## src/rtl/hamming_enc_sched.sv

```systemverilog
// Round-robin front end that shares one serial Hamming(7,4) encoder between two
// nibble requesters and returns each codeword tagged with its source.
module hamming_enc_sched #(
    parameter int ENC_LAT = 1
) (
    input  logic       clk,
    input  logic       reset,
    input  logic       req0,
    input  logic [3:0] data0,
    output logic       ack0,
    input  logic       req1,
    input  logic [3:0] data1,
    output logic       ack1,
    output logic       enc_data,
    output logic       enc_write,
    input  logic [6:0] enc_code,
    output logic [6:0] code_out,
    output logic       code_src,
    output logic       code_valid,
    input  logic       code_ready,
    output logic       busy
);

    // Handshake: code_out/code_src are held while code_valid=1 and the word
    // is consumed on a rising edge where code_valid=1 and code_ready=1.
    typedef enum logic [1:0] {S_IDLE, S_SHIFT, S_WAIT, S_OUT} state_t;

    localparam logic [2:0] LAT_LAST = 3'((ENC_LAT == 0) ? 0 : ENC_LAT - 1);

    state_t     r_state;
    state_t     w_state_nxt;
    logic [1:0] r_cnt;
    logic [1:0] w_cnt_nxt;
    logic [2:0] r_wcnt;
    logic [2:0] w_wcnt_nxt;
    logic [3:0] r_buf;
    logic [3:0] w_buf_nxt;
    logic       r_src;
    logic       w_src_nxt;
    logic       r_last_grant;
    logic       w_last_nxt;
    logic       r_ack0;
    logic       w_ack0_nxt;
    logic       r_ack1;
    logic       w_ack1_nxt;
    logic       r_enc_data;
    logic       w_enc_data_nxt;
    logic       r_enc_write;
    logic       w_enc_write_nxt;
    logic [6:0] r_code_out;
    logic [6:0] w_code_out_nxt;
    logic       r_code_src;
    logic       w_code_src_nxt;
    logic       r_code_valid;
    logic       w_code_valid_nxt;
    logic       r_busy;
    logic       w_busy_nxt;
    logic       w_capture;
    logic       w_any;
    logic       w_gnt0;
    logic       w_gnt1;

    // A tie goes to whichever requester was not served last.
    assign w_any  = req0 | req1;
    assign w_gnt1 = req1 & (~req0 | ~r_last_grant);
    assign w_gnt0 = req0 & ~w_gnt1;

    always_ff @(posedge clk or negedge reset) begin
        if (!reset) begin
            r_state <= S_IDLE;
        end else begin
            r_state <= w_state_nxt;
        end
    end

    always_comb begin
        w_state_nxt = r_state;
        case (r_state)
            S_IDLE:  if (w_any) w_state_nxt = S_SHIFT;
            S_SHIFT: begin
                if (r_cnt == 2'd3) begin
                    w_state_nxt = (ENC_LAT == 0) ? S_OUT : S_WAIT;
                end
            end
            S_WAIT:  if (r_wcnt == LAT_LAST) w_state_nxt = S_OUT;
            S_OUT:   if (code_ready) w_state_nxt = S_IDLE;
            default: w_state_nxt = S_IDLE;
        endcase
    end

    always_comb begin
        w_ack0_nxt       = 1'b0;
        w_ack1_nxt       = 1'b0;
        w_enc_write_nxt  = 1'b0;
        w_enc_data_nxt   = 1'b0;
        w_cnt_nxt        = r_cnt;
        w_wcnt_nxt       = r_wcnt;
        w_buf_nxt        = r_buf;
        w_src_nxt        = r_src;
        w_last_nxt       = r_last_grant;
        w_code_out_nxt   = r_code_out;
        w_code_src_nxt   = r_code_src;
        w_code_valid_nxt = r_code_valid;
        w_capture        = 1'b0;
        case (r_state)
            S_IDLE: begin
                if (w_any) begin
                    w_buf_nxt       = w_gnt1 ? data1 : data0;
                    w_src_nxt       = w_gnt1;
                    w_last_nxt      = w_gnt1;
                    w_ack0_nxt      = w_gnt0;
                    w_ack1_nxt      = w_gnt1;
                    w_enc_write_nxt = 1'b1;
                    w_enc_data_nxt  = w_buf_nxt[3];
                    w_cnt_nxt       = 2'd0;
                end
            end
            S_SHIFT: begin
                if (r_cnt != 2'd3) begin
                    // r_cnt names the bit on the wire now; queue up the next one.
                    w_enc_write_nxt = 1'b1;
                    w_enc_data_nxt  = r_buf[2'd2 - r_cnt];
                    w_cnt_nxt       = r_cnt + 2'd1;
                end else begin
                    w_wcnt_nxt = 3'd0;
                    w_capture  = (ENC_LAT == 0);
                end
            end
            S_WAIT: begin
                if (r_wcnt == LAT_LAST) begin
                    w_capture = 1'b1;
                end else begin
                    w_wcnt_nxt = r_wcnt + 3'd1;
                end
            end
            S_OUT: begin
                if (code_ready) w_code_valid_nxt = 1'b0;
            end
            default: ;
        endcase
        if (w_capture) begin
            w_code_out_nxt   = enc_code;
            w_code_src_nxt   = r_src;
            w_code_valid_nxt = 1'b1;
        end
    end

    assign w_busy_nxt = (w_state_nxt != S_IDLE);

    always_ff @(posedge clk or negedge reset) begin
        if (!reset) begin
            r_cnt        <= 2'd0;
            r_wcnt       <= 3'd0;
            r_buf        <= 4'd0;
            r_src        <= 1'b0;
            r_last_grant <= 1'b1;
            r_ack0       <= 1'b0;
            r_ack1       <= 1'b0;
            r_enc_data   <= 1'b0;
            r_enc_write  <= 1'b0;
            r_code_out   <= 7'd0;
            r_code_src   <= 1'b0;
            r_code_valid <= 1'b0;
            r_busy       <= 1'b0;
        end else begin
            r_cnt        <= w_cnt_nxt;
            r_wcnt       <= w_wcnt_nxt;
            r_buf        <= w_buf_nxt;
            r_src        <= w_src_nxt;
            r_last_grant <= w_last_nxt;
            r_ack0       <= w_ack0_nxt;
            r_ack1       <= w_ack1_nxt;
            r_enc_data   <= w_enc_data_nxt;
            r_enc_write  <= w_enc_write_nxt;
            r_code_out   <= w_code_out_nxt;
            r_code_src   <= w_code_src_nxt;
            r_code_valid <= w_code_valid_nxt;
            r_busy       <= w_busy_nxt;
        end
    end

    assign ack0       = r_ack0;
    assign ack1       = r_ack1;
    assign enc_data   = r_enc_data;
    assign enc_write  = r_enc_write;
    assign code_out   = r_code_out;
    assign code_src   = r_code_src;
    assign code_valid = r_code_valid;
    assign busy       = r_busy;

endmodule

```

## config.mk

```make
export PLATFORM = sky130hd
export DESIGN_NAME = hamming_enc_sched
export DESIGN_NICKNAME = d
export VERILOG_FILES = /design/src/rtl/hamming_enc_sched.sv
export SDC_FILE = /design/constraint.sdc
export NUM_CORES = 1
export LEC_CHECK = 0
export ABC_AREA = 1
export BUFFER_PORTS_ARGS = -buffer_cell sky130_fd_sc_hd__buf_4
export CAP_MARGIN = 30
export CORE_UTILIZATION = 55
export DETAILED_ROUTE_END_ITERATION = 12
export PLACE_DENSITY = 0.94
export SETUP_SLACK_MARGIN = 0.02
export SYNTH_ARGS = -nofsm -noshare
export SYNTH_HDL_FRONTEND = slang
export SYNTH_SLANG_ARGS = --single-unit
```

## constraint.sdc

```tcl
create_clock -name clk -period 2.6 [get_ports clk]
set_input_delay 0.65 -clock clk [delete_from_list [all_inputs] [get_ports clk]]
set_output_delay 0.65 -clock clk [all_outputs]
set_load 0.01 [all_outputs]
```

### Word-level counts from Yosys, hierarchy flattened

Cells that the tools add are included.

| operators by class | value |
|---|---|
| add/sub/neg operators | 3 |
| equal/unequal tests | 9 |
| reduce and logical (&&, ||, !) cells | 11 |
| bitwise operators | 7 |
| multiplexer cells | 29 |
| order comparisons | 1 |

Operator list:

| operator | number |
|---|---|
| $mux 1 | 14 |
| $mux 2 | 6 |
| $ne 2x2->1 const B | 5 |
| $reduce_bool 2->1 | 5 |
| $pmux 2 s4 | 1 |
| $eq 2x2->1 const B | 3 |
| $mux 3 | 2 |
| $pmux 3 s2 | 1 |
| $reduce_and 3->1 | 2 |
| $mux 4 | 1 |
| $pmux 1 s2 | 2 |
| $pmux 2 s2 | 1 |
| $reduce_and 2->1 | 2 |
| $add 3x1->3 const B | 1 |
| $logic_not 3->1 | 1 |
| $lt 2x3->1 const B | 1 |
| $not 1->1 | 3 |
| $add 2x1->2 const B | 1 |
| $and 1x1->1 | 2 |
| $bmux 1 s2 | 1 |
| $eq 2x1->1 const B | 1 |
| $logic_not 2->1 | 1 |
| $or 1x1->1 | 2 |
| $sub 2x2->2 const A | 1 |

| storage, ports and cells | value |
|---|---|
| logic and storage cells | 74 |
| input bits | 20 |
| register bits | 27 |
| output and inout port bits | 14 |

### Depth between registers and ports, before layout

| logic depth | value |
|---|---|
| depth after elaboration | 7 |
| gate-level depth with buffers | 8 |
| depth with buffers taken out | 8 |

### Worst setup path before layout

Ideal clock, no wire load.

| path | value |
|---|---|
| path type | register -> register |
| start | register r_wcnt[0] |
| end | register r_wcnt[0] |
| period minus slack after synthesis | 1234 ps |
| data arrival time | 1118 ps |
| setup slack | 1366 ps |
| stages on the path, launching flop included | 9 |
| setup time | 116 ps |
| path buffers | 1 |
| data required time | 2484 ps |
| path through | dfrtp_1 > inv_1 > ha_1 > inv_1 > nor2_8 > nand2_4 > buf_6 > nand3_1 > nand2_1 |

| between the ends | value |
|---|---|
| cells in the longest elaborated chain, start to end | 3 |
| elaborated cells on any way between the ends | 6 |
| classes of those cells | 1 x add/sub; 1 x eq/ne; 2 x mux; 2 x reduce/logical |

Ends and longest elaborated chain:

| what | RTL line | text |
|---|---|---|
| start: declaration | 34 | `logic [2:0] r_wcnt;` |
| start signal: assignment | 167 | `r_wcnt <= w_wcnt_nxt;` |
| $add 3x1->3 or $logic_not 3->1 (tied branches) | 133, 130 |  |
| $mux 3 or $ne 2x2->1 (tied branches) | -- |  |
| $pmux 3 s2 or $reduce_and 3->1 (tied branches) | -- |  |

Several ways; a longest one is shown, not always the timed one. The select of a mux whose other input is x is not followed.
A chain may end at the register's enable or synchronous reset.

### Worst setup path after layout

| path | value |
|---|---|
| start | register r_code_out[3], in the netlist code_out[3] |
| end | output port code_out[3] |

RTL lines:

| what | RTL line | text |
|---|---|---|
| start: declaration | 50 | `logic [6:0] r_code_out;` |
| start signal: assignment | 175 | `r_code_out <= w_code_out_nxt;` |
| end: declaration | 17 | `output logic [6:0] code_out,` |

No word-level cell between the ends.

==> key figures <==
Synth
  – Flop and latch count out of synthesis: 27
  – Cell with the most instances after synthesis: sky130_fd_sc_hd__nand2_1
  – Asr flop ratio synth: 1.00
  – Synthesized netlist net count: 179
  – Leading area contributor after synthesis: sky130_fd_sc_hd__dfrtp_1
  – Portion of the post-synthesis area used by sequential elements: 0.520
  – Cell types with the largest area share after synthesis: sky130_fd_sc_hd__dfrtp_1 (50%), sky130_fd_sc_hd__nand2_1 (17%), sky130_fd_sc_hd__inv_1 (6.3%)
  – Syn Std Cell Area: 0.00130 mm^2
  – Number of warnings issued by yosys: 0
  – Prevailing post-synth register cell: sky130_fd_sc_hd__dfrtp_1
  – Most frequent cells after synthesis: sky130_fd_sc_hd__nand2_1 (58), sky130_fd_sc_hd__dfrtp_1 (26), sky130_fd_sc_hd__inv_1 (22)
  – Number of enable-type register cells in the synthesized netlist: 0
  – Area share of the leading cell type in the synthesized netlist: 0.500
  – Synthesized netlist cell count: 156
  – Mean post-synth cell area: ~8.3 um^2
  – Number of distinct library cells after synthesis: 20

Placed design
  – Quantity of I/O buffers inserted on ports: 33
  – Cell Area, Placed: 0.00156 mm^2
  – Detail Placement HPWL: between 1.5 and 2 mm
  – Global placement routability congestion: roughly 0.86

Pwr
  – Pwr Total: 1.81 mW
  – Largest voltage drop on the vdd net: about 0.00062 V
  – Power per standard cell area: 1140 mW/mm^2
  – P_leak: 0.903 nW

Cells and area
  – # nets final: between 200 and 250
  – Multi-input gate area: just over 500 um^2
  – Syn-to-layout area delta: 22.0%
  – Core occupancy in the finished layout: 0.718
  – Fillers: 183
  – Antenna diode count: 0
  – Share of cells above drive strength 1: 0.246
  – Final std cell area, no fill: 0.00159 mm^2
  – Footprint of the flip-flops and latches: 677 um^2

Setup path
  – WP data required: 1.95 ns
  – Worst-path fanout max: 2
  – Crit Path Category: reg2out
  – Number of buffer and inverter instances along the worst setup path: 1
  – Biggest cell delay along the critical path: 0.41 ns
  – Cell class contributing the biggest share of worst-path delay: flip-flops
  – Cells traversed along the worst timing path: buf_4
  – Slowest library cell on the worst path: sky130_fd_sc_hd__dfrtp_1
  – Crit path launch type: flip-flop
  – Setup crit end kind: primary output
  – Arrival time at the worst endpoint: 0.87 ns

CTS
  – CTS tree: done
  – Number of instances resized during post-cts repair: 0
  – Max clock buf depth: 2
  – Total CTS buffers: 3
  – Post-CTS repair timing setup buffer count: 0
  – Clock slew at the register clock pins of the worst setup and hold paths: 0.13 ns
  – Latest clock arrival within the worst-skew pair: 0.32 ns
  – Number of clock sinks: 27
  – Clock root buffer master: sky130_fd_sc_hd__clkbuf_4
  – Number of buffers added to fix hold violations after cts: 0
  – H-Tree Depth: 1

STA
  – Transition time of the tightest slew-check pin: approximately 0.33 ns
  – Post-route clock skew: ~0.004 ns
  – Fin crit period: 1.52 ns
  – Max Fclk: 656 MHz
  – TNS Setup: 0 ns
  – Count of final setup violators: 0
  – Headroom to the max-slew limit: 0.778
  – Setup repair after global routing missed its margin: false
  – Hold Worst Slack: a little over 0.2 ns
  – Share of the cycle needed by the critical path after routing: 0.586
  – Final Hold Viols: 0
  – Final count of pins violating max slew: 0

Global route
  – GRT overflow: 0
  – Total global routing track utilization: 0.239
  – First-pass GRT wire length: 4.51 mm
  – Initial antenna violation count: 0
  – Vias in the first global route: roughly 1.1k
  – Largest net degree at the start of global routing: 28

Floorplan
  – Area of the core region: 0.00221 mm^2
  – Row cnt: 17
  – Num ports: 34
  – Overall die area: 0.00257 mm^2
  – Effective utilization at floorplan: 0.589
  – Die span in x: 50.7 um
  – Die H: 50.7 um

Routing
  – Number of iterations in the first detailed-routing pass: 4
  – Wirelength, routed: ~2.6 mm
  – Vias per cell: 5.06
  – First DRT Iteration DRCs: 20
  – Avg WL per Cell: around 12 um
  – Antenna-violating nets left: 0
  – Detailed-route DRC error count: 0
  – Vias: between 1k and 1.5k

Run
  – MaxCap Viol Count: 0

Outcome
  – Run status: complete, no violations

Hold path
  – Hold/Removal Path Class: in2async
[per-layer routing]
layer | global-route usage | up-vias | share of wire
met2 | 0.422 | 45 | 0.52
met5 | 0 | - | 0
met1 | 0.284 | 505 | 0.40
met4 | 0.125 | 0 | 0.029
li1 | - | 549 | -
met3 | 0.0273 | 9 | 0.051
[registers in the layout (all words and copies together) (netlist names)]
name,count
enc_data,1
enc_write,1
r_buf,4
ack0,1
code_valid,1
code_src,1
r_last_grant,1
r_state,2
r_src,1
ack1,1
r_wcnt,3
busy,1
r_cnt,2
code_out,7
[power by group]
group	internal, mW	switching, mW
Clock	0.0602	0.116
Sequential	0.618	0.117
Combinational	0.359	0.535
[cell families after synthesis]
kind of cell,count (synthesis),synth area share
AO/OA/AOI/OAI,9,0.0461
adder cells (fa/ha/maj),3,0.0288
buffers and inverters,26,0.0865
flip-flops,27,0.520
AND/OR/NAND/NOR,91,0.319
[layout by cell type, fill, tap and decap left out]
cell type	synthesis	routed
sky130_fd_sc_hd__nand3_2	1	1
sky130_fd_sc_hd__clkbuf_4	0	3
sky130_fd_sc_hd__nor2_8	1	1
sky130_fd_sc_hd__ha_1	3	3
sky130_fd_sc_hd__nand2_4	1	1
sky130_fd_sc_hd__a21oi_4	1	1
sky130_fd_sc_hd__dfrtp_1	26	26
sky130_fd_sc_hd__nand2_2	1	1
sky130_fd_sc_hd__buf_4	0	33
sky130_fd_sc_hd__nand3b_1	1	1
sky130_fd_sc_hd__nand3_1	16	16
sky130_fd_sc_hd__dfstp_2	1	1
sky130_fd_sc_hd__clkbuf_1	0	1
sky130_fd_sc_hd__inv_1	22	22
sky130_fd_sc_hd__o21ai_0	3	3
sky130_fd_sc_hd__o21ai_1	4	4
sky130_fd_sc_hd__nand4_1	1	1
sky130_fd_sc_hd__o21ai_2	1	1
sky130_fd_sc_hd__nor2_4	2	2
sky130_fd_sc_hd__inv_2	2	2
sky130_fd_sc_hd__nand2_1	58	58
sky130_fd_sc_hd__nor2_1	9	9
[final timing paths]
| path | startpoint | endpoint | slack [ns] | cells after the start |
|---|---|---|---|---|
| worst max-delay path | code_out[3] | code_out[3] | 1.08 | 1 |
| worst min-delay path | reset | code_out[1] | 0.21 | 1 |
| worst max register to register | r_wcnt[0] | r_wcnt[0] | 1.16 | 8 |
| worst min register to register | r_last_grant | r_last_grant | 0.49 | 2 |
| max in group asynchronous | reset | r_last_grant | 2.10 | 1 |
| min in group clk | r_last_grant | r_last_grant | 0.49 | 2 |
[final cells by class]
cell class | instances | area share
sequential | 27 | 0.426
multi-input combinational | 103 | 0.323
inverter | 24 | 0.0567
clock buffer | 4 | 0.0165
tap | 28 | 0.0220
timing repair buffer | 33 | 0.156
[through the flow]
stage | cells | setup slack [ns]
6_report | 219 | 1.08
5_1_grt | 219 | 1.03
4_1_cts | 219 | 1.06
3_5_place_dp | 215 | 1.14
3_3_place_gp | 215 | 1.24
2_1_floorplan | 156 | 1.37
Power figures use the tool's default switching activity.
